==> config.mk <==
export PLATFORM = sky130hd
export DESIGN_NAME = regfile_gen2
export DESIGN_NICKNAME = d
export VERILOG_FILES = /design/src/rtl/regfile_pkg.sv /design/src/rtl/regfile_scoreboard.sv /design/src/rtl/regfile_gen2.sv
export SDC_FILE = /design/constraint.sdc
export NUM_CORES = 1
export LEC_CHECK = 0
export CORE_UTILIZATION = 31
export DETAILED_ROUTE_END_ITERATION = 6
export DONT_BUFFER_PORTS = 1
export PLACE_DENSITY = 0.47
export REMOVE_ABC_BUFFERS = 1
export SLEW_MARGIN = 10
export SYNTH_ARGS = -nofsm -noshare
export SYNTH_HDL_FRONTEND = slang
export SYNTH_SLANG_ARGS = --single-unit
==> constraint.sdc <==
create_clock -name clk -period 2.5 [get_ports clk]
set_input_delay 0.125 -clock clk [delete_from_list [all_inputs] [get_ports clk]]
set_output_delay 0.125 -clock clk [all_outputs]
set_load 0.01 [all_outputs]
==> src/rtl/regfile_pkg.sv <==
// Shared definitions for the regfile_gen2 register file: FSM states and the
// power-up contents table written during initialisation.
package regfile_pkg;

  typedef enum logic {
    INIT = 1'b0,
    RUN  = 1'b1
  } state_t;

  localparam int INIT_TBL_N = 16;

  // Raw 16-bit table; callers zero-extend or truncate to their data width.
  function automatic logic [15:0] INIT_VAL(input int unsigned i);
    case (i)
      1:       return 16'hFFFF;
      2:       return 16'h0050;
      3:       return 16'hF033;
      4:       return 16'hF0FF;
      5:       return 16'h0040;
      6:       return 16'h6666;
      7:       return 16'h00FF;
      8:       return 16'h8888;
      12:      return 16'hCCCC;
      13:      return 16'h0002;
      default: return 16'h0000;
    endcase
  endfunction

endpackage

==> src/rtl/regfile_scoreboard.sv <==
// One pending bit per register: set by issue, cleared by writes, set wins.
// Updates only while en is high; reads present the registered bits.
module regfile_scoreboard #(
  parameter int NREGS = 16,
  parameter int AW    = 4
) (
  input  logic          clk,
  input  logic          rst,
  input  logic          en,
  input  logic          set,
  input  logic [AW-1:0] set_addr,
  input  logic          clr_a,
  input  logic [AW-1:0] clr_a_addr,
  input  logic          clr_b,
  input  logic [AW-1:0] clr_b_addr,
  input  logic [AW-1:0] rd_addr1,
  input  logic [AW-1:0] rd_addr2,
  output logic          pend1,
  output logic          pend2
);

  logic [NREGS-1:0] pend;
  logic [NREGS-1:0] pend_nxt;

  always_comb begin
    pend_nxt = pend;
    if (en) begin
      if (clr_a) pend_nxt[clr_a_addr] = 1'b0;
      if (clr_b) pend_nxt[clr_b_addr] = 1'b0;
      // Applied last so a same-cycle set overrides either clear.
      if (set)   pend_nxt[set_addr]   = 1'b1;
    end
  end

  always_ff @(posedge clk) begin
    if (rst) pend <= '0;
    else     pend <= pend_nxt;
  end

  assign pend1 = pend[rd_addr1];
  assign pend2 = pend[rd_addr2];

endmodule

==> src/rtl/regfile_gen2.sv <==
// Two-read, two-write register file with a self-initialising INIT phase,
// optional write-to-read forwarding and a per-register pending scoreboard.
module regfile_gen2 import regfile_pkg::*; #(
  parameter  int NREGS    = 16,
  parameter  int DATA_W   = 16,
  parameter  int SPEC_IDX = 0,
  parameter  int BYPASS   = 1,
  localparam int AW       = $clog2(NREGS)
) (
  input  logic              clk,
  input  logic              rst,
  input  logic              wr,
  input  logic [AW-1:0]     wrAddr,
  input  logic [DATA_W-1:0] wrData,
  input  logic              wrSpec,
  input  logic [DATA_W-1:0] wrDataSpec,
  input  logic [AW-1:0]     rdAddr1,
  output logic [DATA_W-1:0] rdData1,
  input  logic [AW-1:0]     rdAddr2,
  output logic [DATA_W-1:0] rdData2,
  output logic [DATA_W-1:0] rdDataSpec,
  input  logic              issue,
  input  logic [AW-1:0]     issueAddr,
  output logic              rdPend1,
  output logic              rdPend2,
  output logic              ready
);

  localparam logic [AW-1:0] SPEC_A = AW'(SPEC_IDX);
  localparam logic [AW-1:0] LAST_A = AW'(NREGS - 1);

  state_t            state;
  state_t            state_nxt;
  logic [AW-1:0]     init_cnt;
  logic [AW-1:0]     init_cnt_nxt;
  logic [DATA_W-1:0] init_word;
  logic              run;
  logic              fwd_en;
  logic [DATA_W-1:0] mem [NREGS];

  always_comb begin
    state_nxt    = state;
    init_cnt_nxt = init_cnt;
    if (state == INIT) begin
      // Counter parks on the last index rather than wrapping.
      if (init_cnt == LAST_A) state_nxt    = RUN;
      else                    init_cnt_nxt = init_cnt + AW'(1);
    end
  end

  always_ff @(posedge clk) begin
    if (rst) begin
      state    <= INIT;
      init_cnt <= '0;
    end else begin
      state    <= state_nxt;
      init_cnt <= init_cnt_nxt;
    end
  end

  assign run       = (state == RUN);
  assign ready     = run;
  assign fwd_en    = (BYPASS != 0) && run;
  assign init_word = DATA_W'(INIT_VAL(32'(init_cnt)));

  // Main port is written after the special port so it wins on a collision.
  always_ff @(posedge clk) begin
    if (!rst) begin
      if (state == INIT) begin
        mem[init_cnt] <= init_word;
      end else begin
        if (wrSpec) mem[SPEC_A] <= wrDataSpec;
        if (wr)     mem[wrAddr] <= wrData;
      end
    end
  end

  function automatic logic [DATA_W-1:0] fwd(
    input logic [AW-1:0]     a,
    input logic [DATA_W-1:0] stored,
    input logic              en,
    input logic              w,
    input logic [AW-1:0]     wa,
    input logic [DATA_W-1:0] wd,
    input logic              ws,
    input logic [DATA_W-1:0] wsd
  );
    if (en && w && (wa == a))       return wd;
    else if (en && ws && (a == SPEC_A)) return wsd;
    else                            return stored;
  endfunction

  assign rdData1    = fwd(rdAddr1, mem[rdAddr1], fwd_en, wr, wrAddr, wrData, wrSpec, wrDataSpec);
  assign rdData2    = fwd(rdAddr2, mem[rdAddr2], fwd_en, wr, wrAddr, wrData, wrSpec, wrDataSpec);
  assign rdDataSpec = fwd(SPEC_A,  mem[SPEC_A],  fwd_en, wr, wrAddr, wrData, wrSpec, wrDataSpec);

  regfile_scoreboard #(
    .NREGS (NREGS),
    .AW    (AW)
  ) u_scoreboard (
    .clk        (clk),
    .rst        (rst),
    .en         (run),
    .set        (issue),
    .set_addr   (issueAddr),
    .clr_a      (wr),
    .clr_a_addr (wrAddr),
    .clr_b      (wrSpec),
    .clr_b_addr (SPEC_A),
    .rd_addr1   (rdAddr1),
    .rd_addr2   (rdAddr2),
    .pend1      (rdPend1),
    .pend2      (rdPend2)
  );

endmodule

=== After elaboration in Yosys (flattened, before gate mapping) ===
Memory sizes are Yosys's and may differ from the RTL's. A register that Yosys moved wholly into a read port is not among the register bits.
Cells that the tools add are included.

* Register bits: 21
* RAM bits: 256
* ROM bits: 256
* Input bits: 53
* Logic and storage cells: 70
* Memories: 2

{| class="wikitable"
|+ Memories
! memory !! words !! bits a word !! rd ports !! clocked after Yosys merged registers in !! wr ports !! RTL line !! text
|-
| (no name shown) || 16 || 16 || 1 || 1 || 0 || regfile_pkg.sv:14 || <nowiki>case (i)</nowiki>
|-
| mem || 16 || 16 || 3 || 0 || 2 || regfile_gen2.sv:39 || <nowiki>logic [DATA_W-1:0] mem [NREGS];</nowiki>
|}

* Add/sub/neg operators: 1
* $lt $le $gt $ge: 6
* Equality and inequality tests: 3
* Mux-type cells: 36
* Bitwise logic cells: 5
* Reduce and logical (&&, ||, !) cells: 14

{| class="wikitable"
|+ Operators with widths
! kind !! count
|-
| $mux 16 || 10
|-
| $lt 4x5->1 const B || 4
|-
| $mux 1 || 19
|-
| $and 16x16->16 || 1
|-
| $not 16->16 || 1
|-
| $or 16x16->16 || 1
|-
| $reduce_or 16->1 || 1
|-
| $logic_not 4->1 || 3
|-
| $mux 4 || 3
|-
| $logic_and 1x1->1 || 9
|-
| $bmux 1 s4 || 2
|-
| $demux 1 s4 || 2
|-
| $eq 4x4->1 || 2
|-
| $ge 4x1->1 const B || 2
|-
| $add 4x1->4 const B || 1
|-
| $eq 4x4->1 const B || 1
|-
| $not 1->1 || 2
|-
| $reduce_and 2->1 || 1
|}

=== Longest topological paths before layout ===
Gate-level depths: netlist (run 1).

* Depth in word-level cells: 11
* Mapped depth: 10
* Depth with buffers taken out: 9

=== Hierarchy ===
Synthesis (run 1) repeated with hierarchy kept, for this count alone.

* Cell total of the unflattened synthesis: 1787
* Area, all modules: 18044.8 um^2

{| class="wikitable"
|+ Modules (own cells, without submodules)
! module !! instances !! cells each !! area each (um^2) !! seq. area each (um^2)
|-
| regfile_gen2 || 1 || 1658 || 16896.2 || 8087.8
|-
| regfile_scoreboard || 1 || 129 || 1148.6 || 320.3
|}

=== Worst setup path before layout (run 1) ===
OpenSTA, ideal clock, no wires.

* Path type: reg2reg
* Start: reg state (netlist: ready)
* End: mem mem[12][0] (enable)
* Library setup time: 411 ps
* Data arrival time: 2387 ps
* Data required time: 2089 ps
* Slack: -299 ps
* Cell stages (with the launch flop): 6
* Path buffers: 2
* Cells stage by stage: dfxtp_1 > buf_4 > buf_2 > or3_1 > a21o_1 > o21ai_0

{| class="wikitable"
|+ RTL lines
! what !! RTL line !! text
|-
| from (decl) || regfile_gen2.sv:32 || <nowiki>state_t state;</nowiki>
|-
| from (signal assigned) || regfile_gen2.sv:56 || <nowiki>state <= state_nxt;</nowiki>
|-
| to (decl) || regfile_gen2.sv:39 ||
|}

==> results of run 1 <==
routing by layer:
metal  vias up  share of wire (%)
met5         -                  0
met4         0                2.5
met3        98                8.6
met2       651                 47
met1      7133                 42
li1       6233                  -
what timing repair did:
item | in CTS | in global routing
endpoints found under the hold margin | 277 | 0
gates resized for setup | 31 | 26
hold buffers | 35 | 0
setup endpoints to repair | 33 | 35
pin swaps | 3 | 3
cell usage after synthesis (all sizes together), types with 2 or more instances:
cell	instances	area share (%)
nor2	309	6.6
a21oi	265	7.5
edfxtp	256	43
mux4	102	14
clkbuf	101	2.1
mux2i	98	5.5
nand2	81	1.7
buf	74	2.4
o21ai	63	1.8
dfxtp	36	4.1
nor2b	33	1.2
mux2	31	2.0
a221oi	30	1.5
inv	25	0.53
o32ai	23	1.1
o22ai	19	0.67
o31ai	18	0.76
nand3	11	0.31
nand2b	10	0.35
or3	9	0.32
o221ai	7	0.35
xnor2	7	0.35
ha	6	0.42
a21o	4	0.17
nand3b	4	0.17
or2	4	0.14
nand4	3	0.11
nor3b	3	0.13
a211o	2	0.099
a31oi	2	0.11
nor3	2	0.056
xor2	2	0.099
layout by cell type (no fill, tap or decap), types with 3 or more instances in the layout:
master	instances
nand3_1	11
buf_12	11
nand4_1	3
o22ai_1	5
o32ai_1	19
nand2b_1	9
ha_1	6
inv_1	23
o21ai_0	36
mux4_1	26
o21ai_2	13
o221ai_1	7
o21ai_1	14
mux4_2	76
buf_6	3
nand2_1	80
clkbuf_16	40
nor2_1	305
o31ai_1	11
mux2_2	30
bufinv_16	3
clkinv_2	5
nor3b_1	3
clkbuf_1	8
o22ai_2	14
or3_1	8
edfxtp_1	256
nor2b_1	31
o32ai_2	4
a221oi_2	11
dfxtp_1	35
o31ai_2	5
mux2i_1	98
dlygate4sd3_1	35
nand3b_1	4
clkinv_1	7
xnor2_1	7
a221oi_1	18
a21oi_1	263
buf_4	104
through the flow:
step	util [%]	TNS, ns	power [mW]
final	36.8	0	12.6
after global routing	36.8	-0.00498	12.9
after CTS	36.6	-0.0792	12.6
after detailed placement	33.6	0	7.09
after global placement	33.6	0	7.07
after floorplan	-	-280.19	6.59
power groups by stage:
stage | Sequential [mW] | Combinational [mW] | Clock [mW]
2_1_floorplan | 5.66 | 0.927 | 0
3_3_place_gp | 5.69 | 1.39 | 0
3_5_place_dp | 5.69 | 1.41 | 0
4_1_cts | 5.59 | 1.55 | 5.46
5_1_grt | 5.60 | 1.70 | 5.60
6_report | 5.59 | 1.57 | 5.40
worst paths after layout:
path                    startpoint               endpoint  cells after the start
max                    mem[11][11]            rdData1[11]                      4
min reg2reg  u_scoreboard.pend[11]  u_scoreboard.pend[11]                      2
min                      wrAddr[3]   u_scoreboard.pend[1]                      4
max reg2reg                  ready  u_scoreboard.pend[13]                      7
cell families (layout without fill, tap and decap cells):
kind of cell / count (synthesis) / after routing / synth area share (%)
compound gates: 440 / 440 / 14.4
mux: 231 / 231 / 21.0
fa+ha+maj: 6 / 6 / 0.423
flops: 292 / 292 / 47.4
xor+xnor: 9 / 9 / 0.445
simple gates: 473 / 473 / 11.2
buf+inv: 200 / 243 / 5.06
area by class of cell:
cell class / count / area, um^2 / share of cell area, %
Multi-Input combinational cell: 1159 / 8780 / 42.2
Sequential cell: 292 / 8410 / 40.4
Clock buffer: 49 / 1040 / 5.02
Clock inverter: 16 / 150 / 0.722
Tap cell: 756 / 946 / 4.55
Inverter: 25 / 93.8 / 0.451
Timing Repair Buffer: 153 / 1390 / 6.66
flip-flops by register name, summed over array words and instances, names as in the netlist:
name               count
init_word             15
u_scoreboard.pend     16
mem                  256
init_cnt               4
ready                  1
worst max-delay path: stages (launching register included):
cell and delay (ns):
edfxtp_1 0.39, mux4_1 0.52, mux2_2 0.29, a221oi_1 0.36, o22ai_2 0.21
==> results.sh, run 1 <==
export IMPL_status="completed"
export IMPL_hp_class="in -> reg"
export IMPL_vdd_ir_drop_max_mv=0.376
export IMPL_fin_crit_ns=2.44
export IMPL_r2r_slack_ns=0.16
export IMPL_p_sw_share_pct=24.6
export IMPL_yosys_warnings=0
export IMPL_grt_pass1_vias=13400
export IMPL_synth_ff_type="edfxtp_1"
export IMPL_wl_mm=69.5
export IMPL_power_frac_clock_pct=43.0
export IMPL_clkSlewWorstSetupHoldPaths_ns=0.06
export IMPL_skew_ns=0.0107
export IMPL_setup_violations=0
export IMPL_coreArea_um2=56500
export IMPL_clockBufferDepth=3
export IMPL_path_class="reg -> out"
export IMPL_wl_per_cell_um=28.4
export IMPL_htree_levels=2
export IMPL_gp_congestion=0.905
export IMPL_slew_headroom_pct=34.5
export IMPL_pwr_share_seq_pct=44.5
export IMPL_rsz0062_at_grt="true"
export IMPL_vias=14100
export IMPL_synth_area_um2=17700
export IMPL_grtUsageMet1_pct=32.2
export IMPL_postSynthAreaPerCell_um2=10.7
export IMPL_cts_inserted_buffers=37
export IMPL_finalHoldViolCount=0
export IMPL_p_sw_mw=3.09
export IMPL_ant_nets=0
export IMPL_portBuffers=0
export IMPL_ys_seq_area_share_pct=47.4
export IMPL_cts_sinks=292
export IMPL_dp_cells=2350
export IMPL_dieHeight_um=241
export IMPL_place_hpwl_mm=43.7
export IMPL_diodes=0
export IMPL_gr_total_overflow=0
export IMPL_worstMarginPinSlew_ns=0.983
export IMPL_use_met2_pct=38.7
export IMPL_cp_end_kind="output port"
export IMPL_drtPass1Iterations=5
export IMPL_pre_cts_ws_ns=0.255
export IMPL_synth_distinct_cells=56
export IMPL_grt_max_degree=77
export IMPL_dieWidth_um=241
export IMPL_initial_core_util_pct=31.4
export IMPL_fin_nets=1727
export IMPL_cts_setup_buffers=0
export IMPL_nFillCells=5479
export IMPL_die_area_um2=58100
export IMPL_post_route_period_util_pct=97.8
export IMPL_grtUsageMet3_pct=4.68
export IMPL_track_usage_pct=23.9
export IMPL_combinationalPowerShare_pct=12.5
export IMPL_area_delta_synth_final_pct=17.4
export IMPL_insertion_delay_ns=0.56
export IMPL_required_ns=2.38
export IMPL_remaining_drc_errors=0
export IMPL_finalMaxSlewViolations=0
export IMPL_antenna_found_initial=0
export IMPL_max_freq_mhz=409
export IMPL_cts_tree="yes"
export IMPL_drt_iter0_drc=1596
export IMPL_syn_inst=1651
export IMPL_path_max_fanout=2
export IMPL_power_density_nw_per_um2=604
export IMPL_worst_slack_ns=0.0562
export IMPL_clock_root_buffer="clkbuf_16"
export IMPL_p_leak_nw=7.41
export IMPL_p_int_mw=9.47
export IMPL_busiest_layer="met2"
export IMPL_row_count=87
export IMPL_final_cells=2450
export IMPL_fin_area_um2=20800
export IMPL_viasPerCell=5.76
export IMPL_synth_edff_count=256
export IMPL_placed_area_um2=19000
export IMPL_grt_pass1_wl_mm=98.6
export IMPL_yosys_register_bits=292
export IMPL_hold_ws_ns=0.0193
export IMPL_drv_cap=0
export IMPL_drive_above_1_share_pct=20.5
export IMPL_async_flop_share_pct=0
export IMPL_critPathLaunchType="flip-flop"
export IMPL_io_pins=104
export IMPL_crit_arrival_ns=2.32
Power figures use the tool's default switching activity.
==> run 2, diff against run 1 <==
--- a/config.mk
+++ b/config.mk
@@ -6,6 +6,7 @@
 export NUM_CORES = 1
 export LEC_CHECK = 0
 export CORE_UTILIZATION = 31
+export CTS_CLUSTER_SIZE = 12
 export DETAILED_ROUTE_END_ITERATION = 6
 export DONT_BUFFER_PORTS = 1
 export PLACE_DENSITY = 0.47
==> constraint.sdc (replaced) <==
create_clock -name clk -period 2.5 [get_ports clk]
set_input_delay 0.5 -clock clk [delete_from_list [all_inputs] [get_ports clk]]
set_output_delay 0.5 -clock clk [all_outputs]
set_load 0.01 [all_outputs]
==> results.sh, run 2 (synthesis gave the netlist of run 1 again) <==
export IMPL_remaining_drc_errors=0
export IMPL_crit_arrival_ns=2.30
export IMPL_power_density_nw_per_um2=574
export IMPL_r2r_slack_ns=0.09
export IMPL_drtPass1Iterations=5
export IMPL_clkSlewWorstSetupHoldPaths_ns=0.06
export IMPL_dieWidth_um=241
export IMPL_path_class="reg -> out"
export IMPL_antenna_found_initial=0
export IMPL_gr_total_overflow=0
export IMPL_cts_tree="yes"
export IMPL_vdd_ir_drop_max_mv=0.368
export IMPL_hold_ws_ns=0.0258
export IMPL_track_usage_pct=23.8
export IMPL_fin_crit_ns=2.80
export IMPL_status="finished with violations"
export IMPL_largest_reg_flops=256
export IMPL_drt_iter0_drc=1696
export IMPL_max_freq_mhz=357
export IMPL_grt_pass1_vias=13600
export IMPL_dieHeight_um=241
export IMPL_ant_nets=0
export IMPL_worstMarginPinSlew_ns=1.11
export IMPL_critPathLaunchType="flip-flop"
export IMPL_layout_common_cells="304 x nor2_1, 262 x a21oi_1, 256 x edfxtp_1"
export IMPL_cts_sinks=292
export IMPL_row_count=87
export IMPL_portBuffers=0
export IMPL_setup_violations=48
export IMPL_cts_inserted_buffers=36
export IMPL_finalHoldViolCount=0
export IMPL_wl_mm=69.2
export IMPL_worst_slack_ns=-0.298
export IMPL_io_pins=104
export IMPL_placed_area_um2=19400
export IMPL_insertion_delay_ns=0.55
export IMPL_grt_max_degree=77
export IMPL_path_max_fanout=2
export IMPL_endpoint="rdData2[10]"
export IMPL_violations="setup timing"
export IMPL_viasPerCell=5.71
export IMPL_vias=14200
export IMPL_layout_commonest_cell="nor2_1"
export IMPL_p_leak_nw=7.83
export IMPL_crit_family="multiplexers"
export IMPL_crit_start="mem[12][10]"
export IMPL_wl_per_cell_um=27.9
export IMPL_place_hpwl_mm=44.2
export IMPL_fin_nets=1757
export IMPL_drv_cap=0
export IMPL_cp_end_kind="output port"
export IMPL_drive_above_1_share_pct=28.3
export IMPL_gp_congestion=0.905
export IMPL_crit_cells=6
export IMPL_slew_headroom_pct=26.0
export IMPL_top_register="mem"
export IMPL_cp_slowest_stage_delay_ns=0.48
export IMPL_path_buf_inv=2
export IMPL_required_ns=2.00
export IMPL_die_area_um2=58100
export IMPL_crit_top_cell="buf_4"
export IMPL_grt_pass1_wl_mm=98.0
export IMPL_cpMaxStageDelayCell="mux4_2"
export IMPL_fin_area_um2=21600
export IMPL_finalMaxSlewViolations=0
export IMPL_clock_root_buffer="clkbuf_16"
export IMPL_diodes=0
export IMPL_nFillCells=5433
export IMPL_cp_cell_sequence="mux4_2 > mux2_4 > a221oi_2 > buf_4 > o31ai_4 > buf_4"
export IMPL_post_route_period_util_pct=112
export IMPL_r2r_end="mem[0][1]"
export IMPL_initial_core_util_pct=31.4
export IMPL_rsz0062_at_grt="true"
export IMPL_htree_levels=2
export IMPL_reg2regPathDepth=10
export IMPL_hp_class="in -> reg"
export IMPL_area_delta_synth_final_pct=22.0
export IMPL_clockBufferDepth=3
export IMPL_coreArea_um2=56500
export IMPL_skew_ns=0.0143
export IMPL_r2r_start="ready"
-- run 2: metal layers --
layer  up-vias  global-route usage [%]  routed length (um)  part of all wire (%)
li1       6275                       -                   -                     -
met1      7120                    32.0               29000                    42
met2       650                    38.4               32200                    47
met3       113                    4.98                5950                   8.6
met4         0                    6.81                1940                   2.8
met5         -                       0                   0                     0
-- run 2: how the worst min path moves through the flow --
stage	from	cells after the start	to	slack (ns)
after global routing	rst	1	u_scoreboard.pend[6]	0.001
after floorplan	u_scoreboard.pend[14]	2	u_scoreboard.pend[14]	0.45
after global placement	u_scoreboard.pend[5]	2	u_scoreboard.pend[5]	0.47
after CTS	rst	1	u_scoreboard.pend[6]	0.002
final	rst	1	u_scoreboard.pend[6]	0.03
after detailed placement	u_scoreboard.pend[1]	2	u_scoreboard.pend[1]	0.48
-- run 2: per-stage QoR --
stage / utilization (%) / cells / TNS (ns) / setup slack [ns] / total power [mW]
6_report: 38.3 / 2480 / -7.92 / -0.298 / 12.4
5_1_grt: 38.3 / 2480 / -11.49 / -0.362 / 12.8
4_1_cts: 37.6 / 2470 / -13.19 / -0.357 / 12.4
3_5_place_dp: 34.3 / 2394 / -3.49 / -0.393 / 7.14
3_3_place_gp: 34.3 / 2394 / -2.41 / -0.333 / 7.12
2_1_floorplan: - / 1476 / -293.78 / -1.28 / 6.59
-- run 2: where the power goes --
group	internal, mW	switching (mW)
clock	3.04	2.14
sequential	5.52	0.0678
combinational	0.804	0.834
total	9.36	3.05
-- run 2: repair_timing --
item                       CTS  global route
hold buffers                 2             0
gates resized for setup    154            71
hold endpoints to repair    14             0
setup buffers               11            11
setup endpoints to repair   48           303
pin swaps                   51            31
gates cloned                 2             2
-- run 2: cell type report --
cell class	count	area, um^2	share of cell area [%]
clock buffers	50	1010	4.69
multi-input cells	1159	9310	43.0
flip-flops and latches	292	8410	38.9
repair buffers	184	1730	8.01
clock inverters	14	125	0.578
well taps	756	946	4.37
inverters	25	93.8	0.434
-- run 2: worst reg2reg max path: stages, from the launching register on --
cell,delay [ns]
dfxtp_4,0.38
buf_6,0.14
nand3b_1,0.11
buf_4,0.15
buf_4,0.12
buf_4,0.12
buf_4,0.14
or3_4,0.42
nor2_4,0.20
buf_12,0.22
mux2i_4,0.26
==> run 3, diff against run 2 <==
--- a/config.mk
+++ b/config.mk
@@ -5,6 +5,8 @@
 export SDC_FILE = /design/constraint.sdc
 export NUM_CORES = 1
 export LEC_CHECK = 0
+export ABC_AREA = 1
+export CORE_ASPECT_RATIO = 1.25
 export CORE_UTILIZATION = 31
 export CTS_CLUSTER_SIZE = 12
 export DETAILED_ROUTE_END_ITERATION = 6
==> results.sh, run 3 <==
export IMPL_antenna_found_initial=0
export IMPL_worstMarginPinSlew_ns=1.18
export IMPL_power_density_nw_per_um2=568
export IMPL_cp_slowest_stage_delay_ns=0.26
export IMPL_clockBufferDepth=3
export IMPL_reg2regPathDepth=7
export IMPL_grt_pass1_vias=17600
export IMPL_cts_inserted_buffers=35
export IMPL_initial_core_util_pct=31.3
export IMPL_grt_max_degree=175
export IMPL_crit_top_cell="nand3_1"
export IMPL_crit_arrival_ns=2.09
export IMPL_final_core_utilization_pct=37.0
export IMPL_synth_ff_type="edfxtp_1"
export IMPL_die_area_um2=63500
export IMPL_cp_cell_sequence="clkinv_2 > buf_12 > buf_12 > nand2_1 > nand3_1 > nand3_1 > nand3_1 > nand2_1 > nand2_2 > nand2_2"
export IMPL_synthTopCellsByArea="edfxtp_1 40%, nand2_1 21%, nand3_1 8.7%"
export IMPL_finalHoldViolCount=0
export IMPL_ant_nets=0
export IMPL_vdd_ir_drop_max_mv=0.345
export IMPL_synth_edff_count=256
export IMPL_gr_total_overflow=0
export IMPL_skew_ns=0.0124
export IMPL_largest_reg_flops=256
export IMPL_worstHoldStart="rst"
export IMPL_grt_pass1_wl_mm=117
export IMPL_r2r_start="ready"
export IMPL_layout_common_cells="1,059 x nand2_1, 331 x nand3_1, 292 x o21ai_0"
export IMPL_wl_mm=81.0
export IMPL_dieWidth_um=226
export IMPL_r2r_end="mem[4][12]"
export IMPL_insertion_delay_ns=0.54
export IMPL_required_ns=2.00
export IMPL_drt_iter0_drc=1823
export IMPL_diodes=0
export IMPL_coreArea_um2=61900
export IMPL_yosys_warnings=0
export IMPL_clock_root_buffer="clkbuf_16"
export IMPL_drtPass1Iterations=6
export IMPL_synth_area_um2=19400
export IMPL_path_max_fanout=171
export IMPL_portBuffers=0
export IMPL_yosys_area_top_type="edfxtp_1"
export IMPL_place_hpwl_mm=53.8
export IMPL_viasPerCell=5.21
export IMPL_clkSlewWorstSetupHoldPaths_ns=0.06
export IMPL_track_usage_pct=25.2
export IMPL_hold_path_endpoint="u_scoreboard.pend[7]"
export IMPL_yosys_register_bits=292
export IMPL_crit_cells=10
export IMPL_violations="setup timing"
export IMPL_crit_start="rdAddr2[0]"
export IMPL_setup_violations=8
export IMPL_row_count=102
export IMPL_cts_sinks=292
export IMPL_crit_family="simple AND/OR/NAND/NOR gates"
export IMPL_r2r_slack_ns=0.18
export IMPL_remaining_drc_errors=0
export IMPL_gp_congestion=0.908
export IMPL_top_register="mem"
export IMPL_ys_seq_area_share_pct=43.4
export IMPL_async_flop_share_pct=0
export IMPL_cp_end_kind="output port"
export IMPL_p_leak_nw=9.93
export IMPL_status="finished with violations"
export IMPL_path_buf_inv=3
export IMPL_netlist_area_leader_share_pct=39.7
export IMPL_postSynthAreaPerCell_um2=6.92
export IMPL_pre_cts_ws_ns=0.0257
export IMPL_vias=19100
export IMPL_path_class="in -> out"
export IMPL_max_freq_mhz=386
export IMPL_cpMaxStageDelayCell="buf_12"
export IMPL_htree_levels=2
export IMPL_drv_cap=0
export IMPL_wl_per_cell_um=22.1
export IMPL_area_delta_synth_final_pct=18.1
export IMPL_min_path_cells=1
export IMPL_worst_slack_ns=-0.0895
export IMPL_hp_class="in -> reg"
export IMPL_dieHeight_um=282
export IMPL_slew_headroom_pct=21.3
export IMPL_drive_above_1_share_pct=11.7
export IMPL_rsz0062_at_grt="true"
export IMPL_cts_hold_buffers=0
export IMPL_finalMaxSlewViolations=0
export IMPL_layout_commonest_cell="nand2_1"
export IMPL_fin_nets=2861
export IMPL_fin_crit_ns=2.59
export IMPL_synth_distinct_cells=34
export IMPL_io_pins=104
export IMPL_syn_inst=2800
export IMPL_cts_tree="yes"
export IMPL_ys_top_cells_by_count="1,108 x nand2_1, 336 x nand3_1, 310 x o21ai_0"
export IMPL_post_route_period_util_pct=104
export IMPL_critPathLaunchType="primary input"
export IMPL_synth_most_common_cell="nand2_1"
export IMPL_nFillCells=6476
## run 3: cell types whose count changed after synthesis, sizes merged, moves of 102 or more
cell,delta
a21oi,-221
inv,+242
mux4,-102
nand2,+1029
nand3,+327
nor2,-204
o21ai,+292
## run 3: timing repair
action	CTS	global route
gates cloned	2	1
endpoints found under the setup margin	48	48
pin swaps	8	9
resized for setup	66	32
endpoints found under the hold margin	0	0
setup buffers	4	0
## run 3: worst max path at each step
stage	end	slack [ns]
global route	rdData1[9]	-0.10
CTS	rdData1[13]	-0.06
finish	rdData2[11]	-0.09
detailed placement	rdData2[2]	0.03
floorplan	rdData1[10]	-1.01
global placement	rdData2[2]	0.0008
## run 3: worst register-to-register path, cell delays in order (launching register included)
cell	delay (ns)
dfxtp_4	0.38
nand2_1	0.08
buf_6	0.14
buf_4	0.15
nor2_4	0.09
nor2_1	0.06
buf_4	0.15
o31ai_4	0.89
## run 3: report_power, final
part	total (mW)	internal, mW	switching [mW]
clock	5.30	3.14	2.16
combinational	2.14	0.714	1.43
sequential	5.57	5.52	0.0474
total	13.0	9.38	3.64
## run 3: area by class of cell
class | instances | area (um^2) | area share, %
Tap cell | 832 | 1040 | 4.55
Sequential cell | 292 | 8410 | 36.8
Clock buffer | 46 | 970 | 4.24
Inverter | 273 | 1050 | 4.58
Timing Repair Buffer | 166 | 1830 | 8.01
Clock inverter | 14 | 175 | 0.765
Multi-Input combinational cell | 2034 | 9410 | 41.1
## run 3: cell families after synthesis
group | Yosys count | share of synthesized area [%]
AO/OA/AOI/OAI | 456 | 13.4
XOR/XNOR | 3 | 0.136
buffers and inverters | 474 | 9.66
flip-flops | 292 | 43.4
AND/OR/NAND/NOR | 1569 | 33.0
adder cells (fa/ha/maj) | 6 | 0.387
## run 3: stage by stage
stage	instances	hold slack, ns	cell area [um^2]	TNS [ns]	total power [mW]
after global routing	3657	0.0221	22900	-1.85	13.5
after global placement	3590	0.452	21300	0	7.72
final	3657	0.0407	22900	-0.354	13.0
after CTS	3656	0.00630	22800	-0.741	13.1
after floorplan	2599	0.433	18500	-57.83	6.89
after detailed placement	3590	0.453	21300	0	7.75
## run 3: routing by layer
layer | global-route usage, % | up-vias | wire length [um]
met5 | 0 | - | 0
met1 | 32.5 | 8981 | 33200
met4 | 8.69 | 0 | 2650
li1 | - | 9120 | -
met2 | 43.6 | 824 | 39500
met3 | 2.64 | 132 | 5620
